### src/rtl/ifid_skid_stage_pkg.sv
// Shared pipeline definitions: instruction field positions, skid state encoding
// and the default bubble instruction.
package ifid_skid_stage_pkg;

  localparam int unsigned INS_W   = 32;

  localparam int unsigned OP_LSB  = 26;
  localparam int unsigned RS_LSB  = 21;
  localparam int unsigned RT_LSB  = 16;
  localparam int unsigned RD_LSB  = 11;
  localparam int unsigned SH_LSB  = 6;
  localparam int unsigned FUN_LSB = 0;
  localparam int unsigned IM_LSB  = 0;
  localparam int unsigned AD_LSB  = 0;

  localparam int unsigned OP_W    = 6;
  localparam int unsigned REG_W   = 5;
  localparam int unsigned FUN_W   = 6;
  localparam int unsigned IM_W    = 16;
  localparam int unsigned AD_W    = 26;

  localparam logic [INS_W-1:0] NOP_INS_DEFAULT = 32'h0000_0000;

  typedef enum logic [1:0] {
    EMPTY = 2'd0,
    HALF  = 2'd1,
    FULL  = 2'd2
  } skid_state_e;

endpackage

### src/rtl/ifid_skid_stage_ins_fields.sv
// Combinational instruction field decode, shared by the pipeline stages.
module ins_fields
  import ifid_skid_stage_pkg::*;
(
  input  logic [INS_W-1:0] ins,
  output logic [OP_W-1:0]  op,
  output logic [REG_W-1:0] rs_fmt,
  output logic [REG_W-1:0] rt_ft,
  output logic [REG_W-1:0] rd_fs,
  output logic [REG_W-1:0] sh_fd,
  output logic [FUN_W-1:0] fun,
  output logic [IM_W-1:0]  im,
  output logic [AD_W-1:0]  ad
);

  assign op     = ins[OP_LSB  +: OP_W];
  assign rs_fmt = ins[RS_LSB  +: REG_W];
  assign rt_ft  = ins[RT_LSB  +: REG_W];
  assign rd_fs  = ins[RD_LSB  +: REG_W];
  assign sh_fd  = ins[SH_LSB  +: REG_W];
  assign fun    = ins[FUN_LSB +: FUN_W];
  assign im     = ins[IM_LSB  +: IM_W];
  assign ad     = ins[AD_LSB  +: AD_W];

endmodule

### src/rtl/ifid_skid_stage.sv
// IF/ID pipeline register with a one-entry skid buffer so in_ready depends only
// on registered state; the head register doubles as the output register.
module ifid_skid_stage
  import ifid_skid_stage_pkg::*;
#(
  parameter int unsigned       PC_W    = 32,
  parameter logic [INS_W-1:0]  NOP_INS = NOP_INS_DEFAULT,
  parameter int unsigned       CNT_W   = 16
) (
  input  logic              clk,
  input  logic              rst_n,
  input  logic              in_valid,
  output logic              in_ready,
  input  logic [PC_W-1:0]   in_pcp4,
  input  logic [INS_W-1:0]  in_ins,
  input  logic              flush,
  output logic              out_valid,
  input  logic              out_ready,
  output logic [PC_W-1:0]   out_pcp4,
  output logic [INS_W-1:0]  out_ins,
  output logic [OP_W-1:0]   op,
  output logic [REG_W-1:0]  rs_fmt,
  output logic [REG_W-1:0]  rt_ft,
  output logic [REG_W-1:0]  rd_fs,
  output logic [REG_W-1:0]  sh_fd,
  output logic [FUN_W-1:0]  fun,
  output logic [IM_W-1:0]   im,
  output logic [AD_W-1:0]   ad,
  output logic [1:0]        occupancy,
  output logic [CNT_W-1:0]  stall_cycles
);

  skid_state_e       state_q, state_d;
  logic [PC_W-1:0]   head_pcp4_q, head_pcp4_d;
  logic [INS_W-1:0]  head_ins_q,  head_ins_d;
  logic [PC_W-1:0]   skid_pcp4_q, skid_pcp4_d;
  logic [INS_W-1:0]  skid_ins_q,  skid_ins_d;
  logic [CNT_W-1:0]  stall_q,     stall_d;
  logic              push;
  logic              pop;

  assign in_ready     = (state_q != FULL);
  assign out_valid    = (state_q != EMPTY);
  assign occupancy    = state_q;
  assign out_pcp4     = head_pcp4_q;
  assign out_ins      = head_ins_q;
  assign stall_cycles = stall_q;

  assign push = in_valid && in_ready;
  assign pop  = out_valid && out_ready;

  // State and storage registers; an empty head holds the bubble so outputs need no mux.
  always_ff @(posedge clk or negedge rst_n) begin
    if (!rst_n) begin
      state_q     <= EMPTY;
      head_pcp4_q <= '0;
      head_ins_q  <= NOP_INS;
      skid_pcp4_q <= '0;
      skid_ins_q  <= NOP_INS;
      stall_q     <= '0;
    end else begin
      state_q     <= state_d;
      head_pcp4_q <= head_pcp4_d;
      head_ins_q  <= head_ins_d;
      skid_pcp4_q <= skid_pcp4_d;
      skid_ins_q  <= skid_ins_d;
      stall_q     <= stall_d;
    end
  end

  // Next-state: flush dominates, otherwise the EMPTY/HALF/FULL transfer table.
  always_comb begin
    state_d     = state_q;
    head_pcp4_d = head_pcp4_q;
    head_ins_d  = head_ins_q;
    skid_pcp4_d = skid_pcp4_q;
    skid_ins_d  = skid_ins_q;
    stall_d     = stall_q;

    if (flush) begin
      state_d     = EMPTY;
      head_pcp4_d = '0;
      head_ins_d  = NOP_INS;
      stall_d     = '0;
    end else begin
      unique case (state_q)
        EMPTY: begin
          if (push) begin
            state_d     = HALF;
            head_pcp4_d = in_pcp4;
            head_ins_d  = in_ins;
          end
        end
        HALF: begin
          if (push && pop) begin
            head_pcp4_d = in_pcp4;
            head_ins_d  = in_ins;
          end else if (push) begin
            state_d     = FULL;
            skid_pcp4_d = in_pcp4;
            skid_ins_d  = in_ins;
          end else if (pop) begin
            state_d     = EMPTY;
            head_pcp4_d = '0;
            head_ins_d  = NOP_INS;
          end
        end
        FULL: begin
          if (pop) begin
            state_d     = HALF;
            head_pcp4_d = skid_pcp4_q;
            head_ins_d  = skid_ins_q;
          end
        end
        default: begin
          state_d     = EMPTY;
          head_pcp4_d = '0;
          head_ins_d  = NOP_INS;
        end
      endcase

      if (out_valid && !out_ready && (stall_q != {CNT_W{1'b1}})) begin
        stall_d = stall_q + CNT_W'(1);
      end
    end
  end

  ins_fields u_fields (
    .ins    (head_ins_q),
    .op     (op),
    .rs_fmt (rs_fmt),
    .rt_ft  (rt_ft),
    .rd_fs  (rd_fs),
    .sh_fd  (sh_fd),
    .fun    (fun),
    .im     (im),
    .ad     (ad)
  );

endmodule
### config.mk
export PLATFORM = sky130hd
export DESIGN_NAME = ifid_skid_stage
export DESIGN_NICKNAME = d
export VERILOG_FILES = /design/src/rtl/ifid_skid_stage_pkg.sv /design/src/rtl/ifid_skid_stage_ins_fields.sv /design/src/rtl/ifid_skid_stage.sv
export SDC_FILE = /design/constraint.sdc
export NUM_CORES = 1
export LEC_CHECK = 0
export ABC_AREA = 1
export CAP_MARGIN = 20
export CORE_ASPECT_RATIO = 1.75
export CORE_UTILIZATION = 23
export DETAILED_ROUTE_END_ITERATION = 10
export PLACE_DENSITY = 0.5
export RECOVER_POWER = 50
export SLEW_MARGIN = 40
export SYNTH_ARGS = -nofsm -noshare
export SYNTH_HDL_FRONTEND = slang
export SYNTH_SLANG_ARGS = --single-unit
### constraint.sdc
create_clock -name clk -period 1.9 [get_ports clk]
set_input_delay 0.19 -clock clk [delete_from_list [all_inputs] [get_ports clk]]
set_output_delay 0.19 -clock clk [all_outputs]
set_load 0.005 [all_outputs]
==> results.yml <==
power:
  p_sw_share_pct: 29.9
  pwr-share-seq_pct: 42.4
  leakagePower_uw: 0.00492
  fin_total_pwr_uw: 10100
  p_int_uw: 7070
  p_clk_share_pct: 33.3
  pwr-share-comb_pct: 24.3
  power.switching_uw: 3020
  irDropWorstVdd_v: 0.000664
  power_density_nw_per_um2: 982
final_layout:
  multiInputGateArea_sq_um: 2650
  n_antenna_cell: 0
  fin_nets: 1161
  final_cells: 1504
  fin_area_sq_um: 10300
  nFillCells: 3444
  drive_gt1_share_pct: 7.52
  area_delta_synth_final_pct: 37.0
  register_area_sq_um: 3650
sta:
  finalSetupTns_ns: 0
  min_period_ns: 1.80
  slew_viol_final: 0
  fin_crit_sh_pct: 95.0
  finClkSkew_ns: 0.0130
  max_slew.worst_pin.slew_ns: 1.16
  hold_viol_final: 0
  clock.fmax_ghz: 0.554
  rsz0062_at_grt: "no"
  slew_headroom_pct: 22.5
  setup_violations: 0
  fin_ws_ns: 0.0951
floorplanning:
  num_rows: 87
  io_pins: 227
  die_h_microns: 241
  core_sq_um: 32100
  initial_utilization_pct: 23.4
  dieArea_sq_um: 33400
  die_w_microns: 139
hold_path:
  min_from: "in_pcp4[19]"
  hold_class: "in2reg"
  whs_path_depth: 3
  worstHoldEndpoint: "skid_pcp4_q[19]"
placement:
  placed_area_sq_um: 9730
  placed_cells: 1469
  io_buffers: 226
  post-dp-hpwl_microns: 15200
  gp_congestion: 0.742
  dp_slack_ns: 0.0643
flow_run:
  maxCapViolations: 0
global_route:
  overflow: 0
  antenna_found_initial: 0
  grt_max_degree: 67
  grt_pass1_vias: 6146
  grt_pass1_wl_microns: 34600
  track_usage_pct: 13.6
worst_setup_path:
  worstPathRequired_ns: 1.71
  critical_path.endpoint_type: "primary output"
  reg2reg_slack_ns: 0.18
  rr_worst_depth: 5
  arrival_ns: 1.61
  rr_endpoint: "skid_pcp4_q[29]"
  path_max_fanout: 6
  r2r-start: "occupancy[0]"
  critical_path_class: "reg2out"
  start_kind: "flip-flop"
clocking:
  root_buffer: "clkbuf_16"
  h-tree-depth: 4
  cts.sinks: 146
  numCtsBuffers: 17
  clk_latency_ns: 0.44
  cts_tree: "done"
  cts_buffer_depth: 2
  clk_pin_slew_ns: 0.07
synth:
  synth_area_sq_um: 7500
  synth_area_per_cell_sq_um: 8.01
  ys_seq_elements: 146
  synth_cell_type_count: 29
  synth_cells: 937
  synth_nets: 1007
  synth_warnings: 0
  seq_area_frac_synth_pct: 48.7
route:
  routed-via-count: 6411
  drtAntennaViolNets: 0
  routed_wl_microns: 22200
  drt-initial-drc-count: 309
  wire_per_inst_microns: 14.8
  dr.pass1.iters: 8
  avgViaCountPerCell: 4.26
  drc_errors: 40
run_status:
  failed_checks: "DRC"
  status: "finished, violations left"
stage by stage:
step,hold WS (ns),utilization (%)
2_1_floorplan,-0.106,-
3_3_place_gp,0.141,30.3
3_5_place_dp,0.143,30.3
4_1_cts,0.239,32.1
5_1_grt,0.312,32.0
6_report,0.306,32.0
cells in the final DEF, fill, tap and decap left out, types with 5 or more instances in the layout:
cell type	synthesis	layout
nand2_1	324	324
clkdlybuf4s50_1	0	171
dfrtp_1	146	145
nand3_1	75	75
inv_1	73	73
o21ai_0	60	73
o21ai_1	71	58
dlygate4sd3_1	0	55
nor2_1	23	22
buf_4	78	21
clkbuf_16	0	17
nand4_1	12	13
buf_12	0	7
inv_2	5	5
xor2_1	5	5
clkinv_2	0	5
per-layer routing:
layer | wire, microns | track usage [%] | vias up | share of wire (%)
li1 | - | - | 3196 | -
met1 | 8560 | 14.6 | 3020 | 39
met2 | 12200 | 25.7 | 172 | 55
met3 | 869 | 2.46 | 23 | 3.9
met4 | 554 | 6.37 | 0 | 2.5
met5 | 0 | 0 | - | 0
synthesized netlist by cell type, drive strengths merged:
| cell type | number | area (sq um) |
|---|---|---|
| nand2 | 325 | 1220 |
| dfrtp | 146 | 3650 |
| o21ai | 132 | 672 |
| buf | 116 | 870 |
| inv | 78 | 293 |
| nand3 | 77 | 403 |
| nor2 | 28 | 141 |
| nand4 | 14 | 100 |
| clkbuf | 9 | 33.8 |
| xor2 | 5 | 43.8 |
| o21bai | 3 | 22.5 |
| a31oi | 2 | 27.5 |
| ha | 1 | 12.5 |
| or2 | 1 | 6.26 |
worst max path at each step:
stage	slack (ns)	cells after the start	start	endpoint
floorplan	0.42	8	occupancy[1]	skid_pcp4_q[26]
global placement	0.07	6	out_ready	stall_cycles[13]
detailed placement	0.06	6	out_ready	stall_cycles[2]
CTS	0.04	3	occupancy[1]	out_valid
global route	0.01	3	occupancy[1]	out_valid
finish	0.1	3	occupancy[0]	in_ready
final cells by class:
type	instances	share of cell area, %
clock buffer	19	4.31
multi-input combinational	588	25.8
clock inverter	13	1.30
timing repair buffer	260	25.3
inverter	78	2.85
sequential	146	35.6
tap	400	4.87
worst max-delay path, stage by stage (launching register included):
cell and delay, ns:
dfrtp_1 0.45, inv_2 0.13, nand2_2 0.10, clkdlybuf4s50_1 0.50
registers in the layout, indices dropped and copies added, names as in the netlist:
register / count
out_pcp4: 32
stall_cycles: 16
skid_ins_q: 32
out_ins: 32
occupancy: 2
skid_pcp4_q: 32
cells by family (layout without fill, tap and decap cells):
logic type | count (synthesis) | after routing | share of synthesized area (%)
XOR/XNOR | 5 | 5 | 0.584
flip-flops | 146 | 146 | 48.7
adder cells (fa/ha/maj) | 1 | 1 | 0.167
buffers and inverters | 203 | 370 | 15.9
AND/OR/NAND/NOR | 445 | 445 | 25.0
AO/OA/AOI/OAI | 137 | 137 | 9.62
power groups by stage:
stage / sequential [uW] / combinational (uW) / clock [uW]
6_report: 4280 / 2450 / 3360
5_1_grt: 4380 / 2750 / 3610
4_1_cts: 4290 / 2590 / 3500
3_5_place_dp: 4340 / 2590 / 0
3_3_place_gp: 4310 / 2560 / 0
2_1_floorplan: 4260 / 1460 / 0
timing repair:
item                       CTS  global route
hold endpoints to repair    31             0
resized for setup            0             1
setup buffers                0             2
setup endpoints to repair    0            12
hold buffers                 1             0
Power figures use the tool's default switching activity.
